===== config.mk =====
export PLATFORM = sky130hd
export DESIGN_NAME = i2s_tx_scheduler
export DESIGN_NICKNAME = d
export VERILOG_FILES = /design/src/rtl/i2s_tx_scheduler.sv
export SDC_FILE = /design/constraint.sdc
export NUM_CORES = 1
export LEC_CHECK = 0
export ABC_AREA = 0
export CAP_MARGIN = 25
export CORE_MARGIN = 5
export CORE_UTILIZATION = 29
export DETAILED_ROUTE_END_ITERATION = 16
export GPL_ROUTABILITY_DRIVEN = 0
export PLACE_DENSITY_LB_ADDON = 0.05
export RECOVER_POWER = 25
export SYNTH_ARGS = -nofsm -noshare
export SYNTH_HDL_FRONTEND = slang
export SYNTH_SLANG_ARGS = --single-unit

===== constraint.sdc =====
create_clock -name sclk -period 2.2 [get_ports sclk]
set_input_delay 0.66 -clock sclk [delete_from_list [all_inputs] [get_ports sclk]]
set_output_delay 0.66 -clock sclk [all_outputs]
set_load 0.02 [all_outputs]

===== src/rtl/i2s_tx_scheduler.sv =====
// I2S transmitter: stereo-pair FIFO, bclk prescaler and frame shifter.
// Each frame loads on the falling bclk that starts bit 0; an empty FIFO at that point sends zeros and is counted.
module i2s_tx_scheduler #(
  parameter int DIV        = 16,
  parameter int WIDTH      = 16,
  parameter int FIFO_DEPTH = 4
) (
  input  logic             sclk,
  input  logic             rst,
  input  logic             enable,
  input  logic             s_valid,
  output logic             s_ready,
  input  logic [WIDTH-1:0] s_left,
  input  logic [WIDTH-1:0] s_right,
  output logic             bclk,
  output logic             lrclk,
  output logic             sd,
  output logic             busy,
  output logic [7:0]       underrun_count
);

  localparam int AW = (FIFO_DEPTH > 1) ? $clog2(FIFO_DEPTH) : 1;
  localparam int CW = AW + 1;
  localparam int PW = $clog2(DIV);
  localparam int FW = 2 * WIDTH;
  localparam int BW = $clog2(FW);

  typedef enum logic [0:0] {
    ST_IDLE = 1'b0,
    ST_RUN  = 1'b1
  } state_e;

  logic [WIDTH-1:0] mem_l_q [FIFO_DEPTH];
  logic [WIDTH-1:0] mem_r_q [FIFO_DEPTH];
  logic [AW-1:0]    wr_ptr_q, wr_ptr_d;
  logic [AW-1:0]    rd_ptr_q, rd_ptr_d;
  logic [CW-1:0]    count_q, count_d;

  state_e           state_q;
  logic [PW-1:0]    presc_q;
  logic [BW-1:0]    bit_q;
  logic [FW-2:0]    shift_q;
  logic             bclk_q;
  logic             lrclk_q;
  logic             sd_q;
  logic             busy_q;
  logic [7:0]       underrun_q;

  logic             full_s;
  logic             empty_s;
  logic             push_s;
  logic             pop_s;
  logic             tick_s;
  logic             frame_start_s;
  logic [FW-1:0]    head_s;

  // FIFO flags, handshake, prescaler wrap detection and pointer next-state
  always_comb begin
    full_s        = (count_q == CW'(FIFO_DEPTH));
    empty_s       = (count_q == {CW{1'b0}});
    push_s        = s_valid && !full_s;
    tick_s        = (state_q == ST_RUN) && (presc_q == PW'(DIV - 1));
    frame_start_s = tick_s && bclk_q && (bit_q == {BW{1'b0}});
    pop_s         = frame_start_s && enable && !empty_s;
    head_s        = {mem_l_q[rd_ptr_q], mem_r_q[rd_ptr_q]};
    count_d       = count_q + {{AW{1'b0}}, push_s} - {{AW{1'b0}}, pop_s};
    if (push_s) begin
      wr_ptr_d = wr_ptr_q + AW'(1);
    end else begin
      wr_ptr_d = wr_ptr_q;
    end
    if (pop_s) begin
      rd_ptr_d = rd_ptr_q + AW'(1);
    end else begin
      rd_ptr_d = rd_ptr_q;
    end
  end

  assign s_ready        = !full_s;
  assign bclk           = bclk_q;
  assign lrclk          = lrclk_q;
  assign sd             = sd_q;
  assign busy           = busy_q;
  assign underrun_count = underrun_q;

  // FIFO storage; contents need no reset since count gates every read
  always_ff @(posedge sclk) begin
    if (push_s) begin
      mem_l_q[wr_ptr_q] <= s_left;
      mem_r_q[wr_ptr_q] <= s_right;
    end
  end

  // FIFO pointers and occupancy
  always_ff @(posedge sclk) begin
    if (rst) begin
      wr_ptr_q <= {AW{1'b0}};
      rd_ptr_q <= {AW{1'b0}};
      count_q  <= {CW{1'b0}};
    end else begin
      wr_ptr_q <= wr_ptr_d;
      rd_ptr_q <= rd_ptr_d;
      count_q  <= count_d;
    end
  end

  // Control FSM, prescaler, bit sequencing and serial outputs
  always_ff @(posedge sclk) begin
    if (rst) begin
      state_q    <= ST_IDLE;
      presc_q    <= {PW{1'b0}};
      bit_q      <= {BW{1'b0}};
      shift_q    <= {(FW-1){1'b0}};
      bclk_q     <= 1'b0;
      lrclk_q    <= 1'b0;
      sd_q       <= 1'b0;
      busy_q     <= 1'b0;
      underrun_q <= 8'd0;
    end else begin
      case (state_q)
        ST_IDLE: begin
          presc_q <= {PW{1'b0}};
          bclk_q  <= 1'b0;
          if (enable) begin
            state_q <= ST_RUN;
            busy_q  <= 1'b1;
          end
        end
        ST_RUN: begin
          if (!tick_s) begin
            presc_q <= presc_q + PW'(1);
          end else begin
            presc_q <= {PW{1'b0}};
            if (!bclk_q) begin
              bclk_q <= 1'b1;
            end else if (frame_start_s && !enable) begin
              // Frame boundary with run dropped: stop cleanly, leave the FIFO untouched
              state_q <= ST_IDLE;
              busy_q  <= 1'b0;
              bclk_q  <= 1'b0;
              sd_q    <= 1'b0;
              lrclk_q <= 1'b0;
            end else begin
              bclk_q <= 1'b0;
              bit_q  <= (bit_q == BW'(FW - 1)) ? {BW{1'b0}} : bit_q + BW'(1);
              if (frame_start_s) begin
                shift_q <= empty_s ? {(FW-1){1'b0}} : head_s[FW-2:0];
                sd_q    <= empty_s ? 1'b0 : head_s[FW-1];
                if (empty_s && (underrun_q != 8'hFF)) begin
                  underrun_q <= underrun_q + 8'd1;
                end
              end else begin
                shift_q <= {shift_q[FW-3:0], 1'b0};
                sd_q    <= shift_q[FW-2];
              end
              // Word select leads the data by one bit
              if (bit_q == BW'(WIDTH - 1)) begin
                lrclk_q <= 1'b1;
              end else if (bit_q == BW'(FW - 1)) begin
                lrclk_q <= 1'b0;
              end
            end
          end
        end
        default: begin
          state_q <= ST_IDLE;
        end
      endcase
    end
  end

endmodule


==> metrics.txt, run 1 <==
sequential cell area 5090 µm²; Bufs on Longest Clock Path 2; HP Class reg -> reg; worst vdd ir 0.384 mV; area of the multi-input gates between 2000 and 2500 µm²; PortBufs 48; leakage 3.10 nW; Final Setup Violations 1; fraction of layout cells with a size suffix above 1 22.3%; hold_buf cts 0; Hold WS 475 ps; first-pass GRT wire length around 26000 µm; Final Max Tran Viols 0; post-synth top area share a little over half; Via Count 4301; failing checks negative setup slack; top-count cell post-synth edfxtp_1; sequential-to-total area share from yosys stat 68.9%; slew margin rel. 73.4%; Power Density 879 nW/µm²; WS Path Type reg -> reg; Placed Cells approximately 870; Post-synth top cells 128 x edfxtp_1, 62 x dfxtp_1, 53 x a21oi_1, 33 x nor3_1, 32 x mux4_2; largest area contributor in the netlist edfxtp_1; f_max between 0.4 and 0.5 GHz; core area 25100 µm²; CTS H-tree lvls 4; CP startpoint kind flip-flop; Root Buffer clkbuf_16; pre-CTS setup slack -518 ps; status complete, but fails checks; fillers 2438; Syn Inst Count between 400 and 500; Clock Latency Late Sink roughly 430 ps; Die Width 170 µm; number of remaining DRC errors 0; ys async rst share 0%; Via-to-Cell Ratio 4.73; WP data required 2510 ps; cts bufs inserted 17; Main synth FF type edfxtp_1; Std-Cell Rows 58; total iterations of the first detailed-routing run 4; Clk pin slew, worst setup/hold paths 70 ps; Starting Density 29.4%; remaining global-route overflow 0; WP data arrival 2590 ps; final worst slack -81.8 ps; largest net degree at the start of global routing 35; vias in the first global route around 4600; TNS Setup -81.8 ps; clk_skew 17.8 ps; Antenna Cells 0; worst-margin pin slew between 300 and 400 ps; Final Cell Area 9240 µm²; nets 615; wire length per cell 17.8 µm; FF+latch count, synth 190; DR iter-0 viols 197; TritonCTS clock tree done; RSZ-0062 raised after global routing yes; YS warnings 0; Chip Height ~170 µm; max-cap violation count 0; EDFF count, synth 128; Boundary Pins 49; crit path max fanout 2; non-filler cells in the finished layout 909; Die Area 28700 µm²; top cells by area, synth edfxtp_1 52%, dfxtp_1 17%, mux4_2 9.8%; post-synth cell types 43; synthesis-to-layout area growth 25.2%; GRT Total Usage 11.9%; cell area after placement around 8600 µm²; ANT nets after route 0; initial antenna violation count 0; CTS Sinks 190; Hold Fails Final Rpt 0; Syn Nets about 530; cell area after synthesis ~7400 µm²; final period utilization 104%; Mean Syn Cell Area 15.2 µm²; drt total wl 16200 µm; Crit. End Element flip-flop; Post-DP HPWL approximately 10000 µm; Final min period about 2300 ps
-- worst paths after layout --
check	startpoint	endpoint	slack, ps	depth (start not counted)
max	bit_q[0]	count_q[2]	-80	13
min	shift_q[0]	shift_q[0]	480	2
max reg2reg	bit_q[0]	count_q[2]	-80	13
min reg2reg	shift_q[0]	shift_q[0]	480	2
-- layout by cell type (no fill, tap or decap), types with 4 or more instances in the layout --
cell type and count:
inv_1 8, xnor2_1 4, a21oi_1 53, inv_6 4, edfxtp_1 128, mux4_2 32
dfxtp_1 59, nor3_1 33, o21ai_0 5, clkbuf_16 17, dlygate4sd3_1 21, o21ai_1 5
or4_1 6, o31ai_1 5, or3_1 7, nand4_1 4, dlymetal6s2s_1 5, and3_1 6
nand3_1 6, buf_4 34, o22ai_1 30, nand2_1 8, nor2_1 9, buf_12 10
ha_1 10, clkdlybuf4s50_1 18
-- metal layers --
| layer | GRT usage [%] | up-vias | wire (µm) |
|---|---|---|---|
| li1 | - | 2077 | - |
| met1 | 15.7 | 2166 | 7590 |
| met2 | 19.7 | 52 | 8030 |
| met3 | 2.87 | 6 | 475 |
| met4 | 3.26 | 0 | 114 |
| met5 | 0 | - | 0 |
-- flip-flops by register name, indices dropped and copies added, names as in the netlist, named ones only --
register / count
state_q: 1
shift_q: 31
lrclk: 1
count_q: 3
mem_l_q: 64
underrun_count: 8
rd_ptr_q: 2
presc_q: 4
bclk: 1
busy: 1
wr_ptr_q: 2
bit_q: 5
mem_r_q: 64
sd: 1
-- area by class of cell --
| cell class | count | share of cell area (%) |
|---|---|---|
| sequential | 190 | 55.1 |
| multi-input combinational | 253 | 23.3 |
| timing repair buffer | 93 | 10.2 |
| clock buffer | 19 | 4.79 |
| tap | 330 | 4.47 |
| clock inverter | 13 | 1.65 |
| inverter | 11 | 0.447 |
-- power breakdown --
group          total [mW]  switching (mW)  internal, mW
Combinational       0.881           0.498         0.383
Clock                3.10            1.37          1.73
Sequential           4.15          0.0628          4.09
-- worst max-delay path, stage by stage, from the launching register on --
cell     delay [ps]
dfxtp_2         330
inv_2            60
ha_4            130
nor4b_4         240
nand3_2         120
nor2_2          110
ha_1            230
inv_1            60
ha_2            160
inv_2            30
fa_2            340
xor2_2          160
xnor2_1         150
nor2_1           50
-- through the flow --
stage	util (%)	power [mW]
final	36.8	8.13
after detailed placement	34.2	5.11
after global routing	36.8	8.51
after floorplan	-	4.65
after global placement	34.2	5.10
after CTS	36.7	8.25
-- cell families (layout without fill, tap and decap cells) --
| kind of cell | Yosys count | count (layout) | share of synthesized area [%] |
|---|---|---|---|
| and+or+nand+nor | 98 | 98 | 7.75 |
| DFF | 190 | 190 | 68.9 |
| muxes | 32 | 32 | 9.77 |
| adders and majority gates | 13 | 13 | 2.31 |
| xor gates and xnor gates | 6 | 6 | 0.712 |
| AOI/OAI and AO/OA | 104 | 104 | 8.10 |
| buffers and inverters | 42 | 136 | 2.46 |
-- what timing repair did --
| item | in CTS | in global routing |
|---|---|---|
| gates resized for setup | 15 | 7 |
| pin swaps | 2 | 2 |
| setup buffers | 3 | 1 |
| setup endpoints to repair | 5 | 11 |
No activity file was read; power rests on OpenSTA's default activity.
==> inputs of run 2 (changes only) <==
--- a/config.mk
+++ b/config.mk
@@ -8,7 +8,7 @@
 export ABC_AREA = 0
 export CAP_MARGIN = 25
 export CORE_MARGIN = 5
-export CORE_UTILIZATION = 29
+export CORE_UTILIZATION = 40
 export DETAILED_ROUTE_END_ITERATION = 16
 export GPL_ROUTABILITY_DRIVEN = 0
 export PLACE_DENSITY_LB_ADDON = 0.05
==> run 2 against run 1 <==
Worst setup slack got worse by 14 ps. Clock skew decreased by 6.9 ps. Critical endpoint unchanged. Critical path type unchanged. The run still ends with negative setup slack left. Wire length decreased by 9.1%. Die area decreased by 26%. Non-clock buffer count decreased by 6. Global-route usage increased by 2.7 points. Combinational power decreased by 8.6%.
==> metrics.txt, run 2 (synthesis results as in run 1) <==
Post-DP HPWL 9010 µm (-9.8%); Bufs on Longest Clock Path 2 (unchanged); cts bufs inserted 17 (unchanged); TNS Setup -95.4 ps (-13.6 ps); clk_skew 10.9 ps (-6.91 ps); Starting Density 40.8% (+11 points); wire length per cell 18.4 µm (+3.0%); vias in the first global route 4550 (-0.94%); status complete, but fails checks; Final Setup Violations 1 (unchanged); Psw 1.86 mW (-3.2%); max-cap violation count 0 (unchanged); CTS H-tree lvls 4 (unchanged); worst vdd ir 0.549 mV (+43%); Final Max Tran Viols 0 (unchanged); core area 18100 µm² (-28%); f_max 0.436 GHz (-0.59%); total iterations of the first detailed-routing run 4 (unchanged); non-filler cells in the finished layout 802 (-12%); Root Buffer clkbuf_16; Chip Height 146 µm (-14%); R2R setup slack -100 ps (about the same); ANT nets after route 0 (unchanged); commonest cells after routing, fill and taps aside 128 x edfxtp_1, 59 x dfxtp_1, 53 x a21oi_1; RSZ-0062 raised after global routing yes; Final min period 2300 ps (+13.6 ps); PortBufs 48 (unchanged); WP data required 2500 ps (about the same); CP startpoint kind flip-flop; first-pass GRT wire length 24200 µm (-6.8%); Placed Cells 769 (-12%); initial antenna violation count 0 (unchanged); WP data arrival 2600 ps (about the same); drt total wl 14700 µm (-9.1%); WS Path Type reg -> reg; Die Area 21300 µm² (-26%); CTS Sinks 190 (unchanged); Pint 6.12 mW (-1.3%); Via-to-Cell Ratio 5.40 (+14%); Comb pwr share 10.1% (-0.7 points); Crit. End Element flip-flop; synthesis-to-layout area growth 22.1%; Die Width 146 µm (-14%); Antenna Cells 0 (unchanged); Clk pin slew, worst setup/hold paths 70 ps (about the same); Via Count 4331 (+0.70%); leakage 3.04 nW (-1.9%); Tot Pwr 7.99 mW (-1.7%); Power Density 886 nW/µm² (+0.77%); DR iter-0 viols 174 (-12%); nets 609 (-0.98%); hold_buf cts 0 (unchanged); HP Class reg -> reg; largest net degree at the start of global routing 40 (+14%); Std-Cell Rows 49 (-16%); Sw Ratio 23.3% (-0.36 points); Boundary Pins 49 (unchanged); worst-margin pin slew 405 ps (+5.91 ps); final worst slack -95.4 ps (-13.6 ps); Clk pwr share 38.0% (about the same); slew margin rel. 73.0% (-0.39 points); sequential fraction of design power 51.9% (+0.9 points); biggest regs mem_l_q (64), mem_r_q (64), shift_q (31); Clock Latency Late Sink 430 ps (about the same); failing checks negative setup slack; TritonCTS clock tree done; number of remaining DRC errors 0 (unchanged); fraction of layout cells with a size suffix above 1 21.1% (-1.2 points); Hold Fails Final Rpt 0 (unchanged); crit path max fanout 2 (unchanged); commonest non-fill, non-tap cell in the layout edfxtp_1; final period utilization 104% (+0.62 points); remaining global-route overflow 0 (unchanged); GRT Total Usage 14.6% (+2.7 points); pre-CTS setup slack -494 ps (+23.8 ps)
==> run 2: power groups by stage <==
stage	clock network [mW]	logic (mW)	registers, mW
2_1_floorplan	0	0.424	4.23
3_3_place_gp	0	0.818	4.22
3_5_place_dp	0	0.828	4.23
4_1_cts	3.12	0.834	4.15
5_1_grt	3.27	0.883	4.17
6_report	3.03	0.805	4.15
==> run 2: cell type report <==
cell class | instances | area (µm²)
Fill cell | 1541 | 9070
Sequential cell | 190 | 5090
Multi-Input combinational cell | 253 | 2150
Timing Repair Buffer | 87 | 860
Clock buffer | 18 | 429
Tap cell | 229 | 287
Clock inverter | 14 | 159
Inverter | 11 | 41.3
==> run 2: worst paths after layout <==
| path | from | cells past startpoint | end |
|---|---|---|---|
| max | bit_q[0] | 13 | count_q[2] |
| min | presc_q[0] | 1 | presc_q[0] |
| max reg2reg | bit_q[0] | 13 | count_q[2] |
| min reg2reg | presc_q[0] | 1 | presc_q[0] |
==> run 2: metal layers <==
| layer | vias up | track usage (%) | wire (µm) |
|---|---|---|---|
| met3 | 17 | 3.30 | 446 |
| li1 | 2073 | - | - |
| met5 | - | 0 | 0 |
| met1 | 2184 | 19.0 | 6670 |
| met4 | 0 | 4.94 | 178 |
| met2 | 57 | 24.2 | 7430 |
==> run 2: timing repair <==
item                       4_1_cts  5_1_grt
resized for setup               12        6
setup endpoints to repair        3       10
pin swaps                        2        2
buffers inserted                 1        0
==> run 2: metrics by stage <==
step                      area [µm²]  hold WS (ps)  util [%]
final                           9010           471      49.8
after global routing            9010           509      49.8
after CTS                       8990           477      49.7
after detailed placement        8390           460      46.4
after global placement          8390           448      46.4
after floorplan                 7400           432         -
==> run 2: worst max-delay path, stage by stage, from the launching register on <==
cell	delay [ps]
dfxtp_2	320
inv_2	60
ha_4	130
nor4b_4	270
nand3_2	140
nor2_2	110
ha_1	230
inv_1	60
ha_2	160
inv_2	30
fa_2	330
xor2_1	160
xnor2_1	150
nor2_1	50
